===== src/rtl/mult_job_sequencer_if.sv =====
// Handshake bundle between the job sequencer, its operand producer, the
// external multiplier and the result consumer.
interface mult_job_sequencer_if #(
    parameter int N     = 4,
    parameter int DEPTH = 4
);
    localparam int CW = $clog2(DEPTH) + 1;

    logic             in_valid;
    logic             in_ready;
    logic [N-1:0]     in_multiplicand;
    logic [N-1:0]     in_multiplier;

    logic             mul_start;
    logic [N-1:0]     mul_multiplicand;
    logic [N-1:0]     mul_multiplier;
    logic [2*N-1:0]   mul_product;
    logic             mul_done;

    logic             out_valid;
    logic             out_ready;
    logic [N-1:0]     out_multiplicand;
    logic [N-1:0]     out_multiplier;
    logic [2*N-1:0]   out_product;

    logic [CW-1:0]    count;
    logic             busy;

    // Sequencer side.
    modport slave (
        input  in_valid, in_multiplicand, in_multiplier,
        input  mul_product, mul_done, out_ready,
        output in_ready, mul_start, mul_multiplicand, mul_multiplier,
        output out_valid, out_multiplicand, out_multiplier, out_product,
        output count, busy
    );

    // Environment side: producer, multiplier and consumer.
    modport master (
        output in_valid, in_multiplicand, in_multiplier,
        output mul_product, mul_done, out_ready,
        input  in_ready, mul_start, mul_multiplicand, mul_multiplier,
        input  out_valid, out_multiplicand, out_multiplier, out_product,
        input  count, busy
    );
endinterface


===== src/rtl/mult_job_sequencer.sv =====
// Buffers operand pairs in a FIFO, issues them one at a time to an external
// multiplier via start/done, and returns each product with its operands.
module mult_job_sequencer #(
    parameter int N     = 4,
    parameter int DEPTH = 4
) (
    input  logic                  clk,
    input  logic                  rst,
    mult_job_sequencer_if.slave   job
);
    localparam int AW = $clog2(DEPTH);
    localparam int CW = AW + 1;

    typedef enum logic [1:0] {IDLE, ISSUE, WAIT_DONE, WAIT_CLEAR} state_t;

    state_t           state_q, state_d;
    logic [2*N-1:0]   fifo_mem_q [DEPTH];
    logic [AW-1:0]    wr_ptr_q, wr_ptr_d;
    logic [AW-1:0]    rd_ptr_q, rd_ptr_d;
    logic [CW-1:0]    count_q, count_d;
    logic [N-1:0]     iss_a_q, iss_a_d;
    logic [N-1:0]     iss_b_q, iss_b_d;
    logic             out_valid_q, out_valid_d;
    logic [N-1:0]     out_a_q, out_a_d;
    logic [N-1:0]     out_b_q, out_b_d;
    logic [2*N-1:0]   out_p_q, out_p_d;

    logic push;
    logic issue_go;
    logic out_pop;

    // in_ready comes from the registered count, so a pop never frees a slot
    // for a push in the same cycle.
    assign job.in_ready = (count_q < CW'(DEPTH));
    assign push         = job.in_valid && job.in_ready;
    assign out_pop      = out_valid_q && job.out_ready;
    assign issue_go     = (state_q == IDLE) && (count_q != '0) && !job.mul_done
                          && (!out_valid_q || job.out_ready);

    always_ff @(posedge clk) begin
        if (push) begin
            fifo_mem_q[wr_ptr_q] <= {job.in_multiplicand, job.in_multiplier};
        end
    end

    always_comb begin
        state_d     = state_q;
        wr_ptr_d    = wr_ptr_q;
        rd_ptr_d    = rd_ptr_q;
        count_d     = count_q;
        iss_a_d     = iss_a_q;
        iss_b_d     = iss_b_q;
        out_valid_d = out_valid_q;
        out_a_d     = out_a_q;
        out_b_d     = out_b_q;
        out_p_d     = out_p_q;

        if (push) begin
            wr_ptr_d = wr_ptr_q + 1'b1;
        end
        if (out_pop) begin
            out_valid_d = 1'b0;
        end

        unique case (state_q)
            IDLE: begin
                // Head is popped on the way into ISSUE so operands are
                // already stable while mul_start is high.
                if (issue_go) begin
                    state_d            = ISSUE;
                    {iss_a_d, iss_b_d} = fifo_mem_q[rd_ptr_q];
                    rd_ptr_d           = rd_ptr_q + 1'b1;
                end
            end
            ISSUE: begin
                state_d = WAIT_DONE;
            end
            WAIT_DONE: begin
                if (job.mul_done) begin
                    out_valid_d = 1'b1;
                    out_a_d     = iss_a_q;
                    out_b_d     = iss_b_q;
                    out_p_d     = job.mul_product;
                    state_d     = WAIT_CLEAR;
                end
            end
            WAIT_CLEAR: begin
                if (!job.mul_done) begin
                    state_d = IDLE;
                end
            end
            default: state_d = IDLE;
        endcase

        unique case ({push, issue_go})
            2'b10:   count_d = count_q + 1'b1;
            2'b01:   count_d = count_q - 1'b1;
            default: count_d = count_q;
        endcase
    end

    always_ff @(posedge clk or posedge rst) begin
        if (rst) begin
            state_q     <= IDLE;
            wr_ptr_q    <= '0;
            rd_ptr_q    <= '0;
            count_q     <= '0;
            iss_a_q     <= '0;
            iss_b_q     <= '0;
            out_valid_q <= 1'b0;
            out_a_q     <= '0;
            out_b_q     <= '0;
            out_p_q     <= '0;
        end else begin
            state_q     <= state_d;
            wr_ptr_q    <= wr_ptr_d;
            rd_ptr_q    <= rd_ptr_d;
            count_q     <= count_d;
            iss_a_q     <= iss_a_d;
            iss_b_q     <= iss_b_d;
            out_valid_q <= out_valid_d;
            out_a_q     <= out_a_d;
            out_b_q     <= out_b_d;
            out_p_q     <= out_p_d;
        end
    end

    assign job.mul_start        = (state_q == ISSUE);
    assign job.mul_multiplicand = iss_a_q;
    assign job.mul_multiplier   = iss_b_q;
    assign job.out_valid        = out_valid_q;
    assign job.out_multiplicand = out_a_q;
    assign job.out_multiplier   = out_b_q;
    assign job.out_product      = out_p_q;
    assign job.count            = count_q;
    assign job.busy             = (state_q != IDLE) || (count_q != '0) || out_valid_q;
endmodule


===== src/flat_wrapper.sv =====
// flat-port wrapper written by rule: the top's interface ports become plain ports
module mult_job_sequencer_flat 
#(
    parameter int N     = 4,
    parameter int DEPTH = 4
)
  (clk, rst, job_in_valid, job_in_multiplicand, job_in_multiplier, job_mul_product, job_mul_done, job_out_ready, job_in_ready, job_mul_start, job_mul_multiplicand, job_mul_multiplier, job_out_valid, job_out_multiplicand, job_out_multiplier, job_out_product, job_count, job_busy);
  mult_job_sequencer_if #(.N(N), .DEPTH(DEPTH)) job_i ();
  input  logic clk;
  input  logic rst;
  input wire logic [$bits(job_i.in_valid)-1:0] job_in_valid;
  input wire logic [$bits(job_i.in_multiplicand)-1:0] job_in_multiplicand;
  input wire logic [$bits(job_i.in_multiplier)-1:0] job_in_multiplier;
  input wire logic [$bits(job_i.mul_product)-1:0] job_mul_product;
  input wire logic [$bits(job_i.mul_done)-1:0] job_mul_done;
  input wire logic [$bits(job_i.out_ready)-1:0] job_out_ready;
  output wire logic [$bits(job_i.in_ready)-1:0] job_in_ready;
  output wire logic [$bits(job_i.mul_start)-1:0] job_mul_start;
  output wire logic [$bits(job_i.mul_multiplicand)-1:0] job_mul_multiplicand;
  output wire logic [$bits(job_i.mul_multiplier)-1:0] job_mul_multiplier;
  output wire logic [$bits(job_i.out_valid)-1:0] job_out_valid;
  output wire logic [$bits(job_i.out_multiplicand)-1:0] job_out_multiplicand;
  output wire logic [$bits(job_i.out_multiplier)-1:0] job_out_multiplier;
  output wire logic [$bits(job_i.out_product)-1:0] job_out_product;
  output wire logic [$bits(job_i.count)-1:0] job_count;
  output wire logic [$bits(job_i.busy)-1:0] job_busy;
  assign job_i.in_valid = job_in_valid;
  assign job_i.in_multiplicand = job_in_multiplicand;
  assign job_i.in_multiplier = job_in_multiplier;
  assign job_i.mul_product = job_mul_product;
  assign job_i.mul_done = job_mul_done;
  assign job_i.out_ready = job_out_ready;
  assign job_in_ready = job_i.in_ready;
  assign job_mul_start = job_i.mul_start;
  assign job_mul_multiplicand = job_i.mul_multiplicand;
  assign job_mul_multiplier = job_i.mul_multiplier;
  assign job_out_valid = job_i.out_valid;
  assign job_out_multiplicand = job_i.out_multiplicand;
  assign job_out_multiplier = job_i.out_multiplier;
  assign job_out_product = job_i.out_product;
  assign job_count = job_i.count;
  assign job_busy = job_i.busy;
  mult_job_sequencer #(.N(N), .DEPTH(DEPTH)) u_core (.clk(clk), .rst(rst), .job(job_i));
endmodule

===== config.mk =====
export PLATFORM = sky130hd
export DESIGN_NAME = mult_job_sequencer_flat
export DESIGN_NICKNAME = d
export VERILOG_FILES = /design/src/rtl/mult_job_sequencer_if.sv /design/src/rtl/mult_job_sequencer.sv /design/src/flat_wrapper.sv
export SDC_FILE = /design/constraint.sdc
export NUM_CORES = 1
export LEC_CHECK = 0
export CAP_MARGIN = 20
export CORE_AREA = 2 2 80 82
export CTS_BUF_LIST = sky130_fd_sc_hd__clkbuf_8
export CTS_CLUSTER_DIAMETER = 60
export CTS_CLUSTER_SIZE = 28
export DETAILED_ROUTE_END_ITERATION = 8
export DIE_AREA = 0 0 82 84
export HOLD_SLACK_MARGIN = 0.12
export PLACE_DENSITY = 0.71
export SLEW_MARGIN = 20
export SYNTH_ARGS = -nofsm -noshare
export SYNTH_HDL_FRONTEND = slang
export SYNTH_SLANG_ARGS = --single-unit

===== constraint.sdc =====
create_clock -name clk -period 2.6 [get_ports clk]
set_input_delay 0.65 -clock clk [delete_from_list [all_inputs] [get_ports clk]]
set_output_delay 0.65 -clock clk [all_outputs]
set_load 0.01 [all_outputs]

# Yosys cells after proc, flatten, opt, wreduce, memory -nomap -nowiden
# Memory sizes are Yosys's and may differ from the RTL's. A register that Yosys moved wholly into a read port is not among the register bits.
# Index checks and enable logic that the tools add are counted.
[totals] reg_bits=26 ram_bits=32 out_inout_bits=31 wordCells=49 memories=1
[op_classes] add_sub_neg=4 order_cmp=1 eq_ne=8 muxes=10 reduce_logical=17
[memory_table] name="u_core.fifo_mem_q" depth=4 width=8 read_ports=1 rd_ports_with_merged_regs=1 wr=1 line="mult_job_sequencer.sv:17" source="logic [2*N-1:0] fifo_mem_q [DEPTH];"
[ops] operator="$pmux W2 S4" count=1
[ops] operator="$eq A2 B2 Y1 const B" count=3
[ops] operator="$mux W2" count=3
[ops] operator="$pmux W3 S2" count=1
[ops] operator="$logic_and A1 B1 Y1" count=5
[ops] operator="$mux W1" count=5
[ops] operator="$add A2 B1 Y2 const B" count=2
[ops] operator="$eq A2 B1 Y1 const B" count=2
[ops] operator="$ne A2 B2 Y1 const B" count=2
[ops] operator="$reduce_and A2 Y1" count=2
[ops] operator="$reduce_bool A2 Y1" count=2
[ops] operator="$add A3 B1 Y3 const B" count=1
[ops] operator="$logic_or A1 B1 Y1" count=3
[ops] operator="$lt A3 B3 Y1 const B" count=1
[ops] operator="$reduce_and A3 Y1" count=1
[ops] operator="$reduce_bool A3 Y1" count=1
[ops] operator="$sub A3 B1 Y3 const B" count=1
[ops] operator="$logic_not A1 Y1" count=2
[ops] operator="$logic_not A2 Y1" count=1
[ops] operator="$ne A2 B1 Y1 const B" count=1

# Depth between registers and ports, before layout
[logic_depth] depth_word=6 depth_mapped=10 mapped_depth_nobuf=10

# Least setup slack after synthesis
# Ideal clock, no wire load.
[synth_path] path_type="input-to-reg" from="input job_mul_done" to="register u_core.count_q[2] (netlist: u_core.job.count[2])" setup_ns=0.080 arrival_ns=2.165 required_time_ns=2.520 path_slack_ns=0.355 cell_stages=8 path_buffers=0 path_cell_list="nand2b_1 > nor3_4 > ha_1 > inv_1 > fa_1 > xor2_1 > nor2_1 > xnor2_1"
[synth_between] elab_chain_len=5 elab_cells_between_ends=7 cone_classes="eq/ne: 2; mux: 1; reduce/logical: 4"
[synth_rtl] item="from (decl)" line="flat_wrapper.sv:15" source="input wire logic [$bits(job_i.mul_done)-1:0] job_mul_done;"
[synth_rtl] item="$logic_not A1 Y1 *" line="mult_job_sequencer.sv:37" source="assign issue_go = (state_q == IDLE) && (count_q != '0) && !job.mul_done"
[synth_rtl] item="$logic_and A1 B1 Y1 *" line="mult_job_sequencer.sv:37"
[synth_rtl] item="$logic_and A1 B1 Y1 *" line="mult_job_sequencer.sv:38" source="&& (!out_valid_q || job.out_ready);"
[synth_rtl] item="$eq A2 B1 Y1 / $eq A2 B2 Y1 (equally long branches)" line="mult_job_sequencer.sv:95" source="unique case ({push, issue_go})"
[synth_rtl] item="$pmux W3 S2 / $reduce_bool A2 Y1 (equally long branches)"
[synth_rtl] item="to (signal assigned)" line="mult_job_sequencer.sv:118" source="count_q <= count_d;"
[synth_rtl] item="to (decl)" line="mult_job_sequencer.sv:20" source="logic [CW-1:0] count_q, count_d;"
# Mark *: on every way between the ends. The rest lies on a longest branch, timed or not.
# A chain may end at the register's enable or synchronous reset.

# Worst setup path after layout
[layout_path] from="register u_core.count_q[0] (netlist: u_core.job.count[0])" to="output job_busy"
[layout_between] elab_chain_len=3
[layout_rtl] item="$reduce_bool A3 Y1" line="mult_job_sequencer.sv:136" source="assign job.busy = (state_q != IDLE) || (count_q != '0) || out_valid_q;"
[layout_rtl] item="$logic_or A1 B1 Y1 (2 in series)" line="mult_job_sequencer.sv:136"
[layout_rtl] item="to (decl)" line="flat_wrapper.sv:26" source="output wire logic [$bits(job_i.busy)-1:0] job_busy;"
# Every way passes these cells.

==> results.cfg <==
[floorplan]
dieArea_um2 = 6890
initial_core_util_pct = 44.2
die_h_um = 84
fp-row-count = 29
ioPinCount = 52
core-area_um2 = 6100
dieWidth_um = 82

[sta]
timing.slew.headroom_pct = 60.9
slew_violations = 0
min_period_ns = 2.44
fin_skew_ns = 0.0117
period_share_pct = 93.8
final.setup.tns_ns = 0
hold_viol = 0
finalSetupViolCount = 0
fmax_mhz = 410
worst_slack_ns = 0.160
rsz0062_at_grt = false
tightestPinTransition_ns = 0.586

[power]
peakVddDrop_uv = 550
power_leakage_nw = 1.38
powerDensity_nw_per_um2 = 1170

[detailed_routing]
wl_met3_um = 192
top_layer = met4
wl_um = 4250
post_drt_wl_per_cell_um = 14.3
dr.pass1.iters = 4
vias = 1450
wl_met1_um = 1890
drc = 0
wl_met2_um = 2090
drt_iter0_markers = 68
ant_nets = 0
viasPerCell = 4.87

[place]
hpwl_um = 3090
dp_worst_setup_slack_ns = 0.0786
place_congestion = 0.704
io_buffer_count = 51

[logic_synthesis]
post-synth-top-count-cell = dfrtp_1
yosysSeqAreaShare_pct = 67.2
netlist-cell-type-count = 28
synthSimpleGateAreaFrac_pct = 3.85
synth_compound_area_share_pct = 1.53
synth_edf_count = 32
synth_top_family_by_area = multiplexers
synth_fa_ha_area_share_pct = 5.39
ys.flop_type = dfrtp_1
postSynthRegisterBits = 66
synthesis.nets = 184
synth_top_area_share_pct = 35.7
ys_warn_count = 0
synthCells = 152
synthArstFlopShare_pct = 51.5
synthMuxAreaShare_pct = 17.9
synthXorXnorAreaFrac_pct = 1.95
syn_area_per_cell_um2 = 17.7
yosysTopAreaCell = edfxtp_1
ys_top_cells_by_area = edfxtp_1 (36%), dfrtp_1 (32%), mux2_2 (11%)
netlist_top_cells_count = dfrtp_1 (34), edfxtp_1 (32), mux2_2 (26)
syn-cell-area_um2 = 2700

[cells_and_area]
multi_input_comb_area_um2 = 826
postLayoutCoreUtil_pct = 58.1
regArea_um2 = 1810
syn2layout_area_growth_pct = 31.5
drive_gt1_share_pct = 26.2
nNetsFinal = 248
antennaDiodeCount = 0
fill_cells = 494

[critical_path]
start_kind = flip-flop
arrival_ns = 1.79
r2r-end = u_core.job.count[2]
rr_worst_depth = 10
ff2ff_setup_slack_ns = 0.46
critPathKind = flip-flop to output port
critPathRequiredTime_ns = 1.95
cp-end-kind = output port
timing.rr.start = u_core.state_q[0]
cp_max_fo = 5

[worst_hold_path]
worstHoldStart = u_core.job.out_multiplier[2]
holdPathEnd = u_core.job.out_multiplier[2]
hp-class = flip-flop to flip-flop
min_path_cells = 1

[clock_network]
clock_latency_ns = 0.33
cts_buffers = 9
cts_max_level = 3
post-cts-setup-buffer-count = 0
cts_root_buf = clkbuf_8
clk_path_buf_depth = 2
cts_tree = yes
cts_resized = 0
clock_sinks = 66
hold_buffers = 0
path_clk_slew_ns = 0.07

[global_route]
grt_max_degree = 35
grt.total_usage_pct = 14.0
grt_pass1_wl_um = 6970
grt_overflow = 0
grt_pass1_vias = 1427
grt_antenna_before_repair = 0

[run]
maxCapViolations = 0

[status]
status = completed
stage by stage:
stage	hold slack, ns	cell area, um^2	power (W)	instances
after global placement	0.486	3330	0.00324	282
after global routing	0.515	3540	0.00441	298
after detailed placement	0.493	3330	0.00328	282
final	0.506	3540	0.00414	298
after floorplan	0.528	2700	0.00257	152
after CTS	0.509	3540	0.00420	298
worst max-delay path, stage by stage (launching register included):
cell and delay [ns]:
dfrtp_1 0.43, nor3_2 0.39, nand3b_1 0.14, clkdlybuf4s50_1 0.50
cell type report:
type,instances,share of cell area (%)
Sequential cell,66,51.1
Tap cell,77,2.72
Inverter,10,1.06
Multi-Input combinational cell,72,23.3
Clock buffer,9,3.49
Clock inverter,7,2.65
Timing Repair Buffer,57,15.7
per-layer routing:
metal | global-route usage (%) | vias to the layer above
li1 | - | 687
met1 | 18.2 | 714
met2 | 20.8 | 42
met3 | 3.90 | 7
met4 | 7.73 | 0
met5 | 0 | -
cell usage in the layout, fill, tap and decap left out, types with 2 or more instances in the layout:
master and count:
clkdlybuf4s50_1 51, dfrtp_1 34, edfxtp_1 32, mux2_2 26, inv_1 10, ha_1 10, clkbuf_8 9, mux4_2 8
buf_4 6, and2_1 4, clkinvlp_4 4, xor2_1 3, xnor2_1 3, nand2_1 2, nor2b_1 2, o32a_1 2
bufinv_16 2
how the worst max path moves through the flow:
stage	startpoint	to	slack, ns	cells after the start
global placement	job_mul_done	u_core.job.count[2]	0.11	9
CTS	u_core.job.count[0]	job_busy	0.14	3
detailed placement	job_mul_done	u_core.job.count[2]	0.08	9
floorplan	job_mul_done	u_core.job.count[2]	0.35	8
global route	u_core.job.count[0]	job_busy	0.06	3
finish	u_core.job.count[0]	job_busy	0.16	3
state kept, by name (all words and copies together), names as in the netlist:
register                     count
u_core.rd_ptr_q                  2
u_core.job.out_multiplicand      4
u_core.wr_ptr_q                  2
u_core.job.out_product           8
u_core.job.count                 3
u_core.job.mul_multiplicand      4
u_core.fifo_mem_q               32
u_core.state_q                   2
u_core.job.out_multiplier        4
u_core.job.out_valid             1
u_core.job.mul_multiplier        4
kinds of logic (layout without fill, tap and decap cells):
logic type	count (synthesis)	count (layout)
flip-flops	66	66
AO/OA/AOI/OAI	5	5
multiplexers	35	35
buffers and inverters	14	83
adder cells (fa/ha/maj)	11	11
XOR/XNOR	6	6
AND/OR/NAND/NOR	15	15
power by group:
part	internal, W	leakage (nW)	switching, W
Clock	0.000535	0.0951	0.000374
Sequential	0.00145	0.695	0.000260
Combinational	0.000947	0.592	0.000577
Total	0.00293	1.38	0.00121
Power figures use the tool's default switching activity.
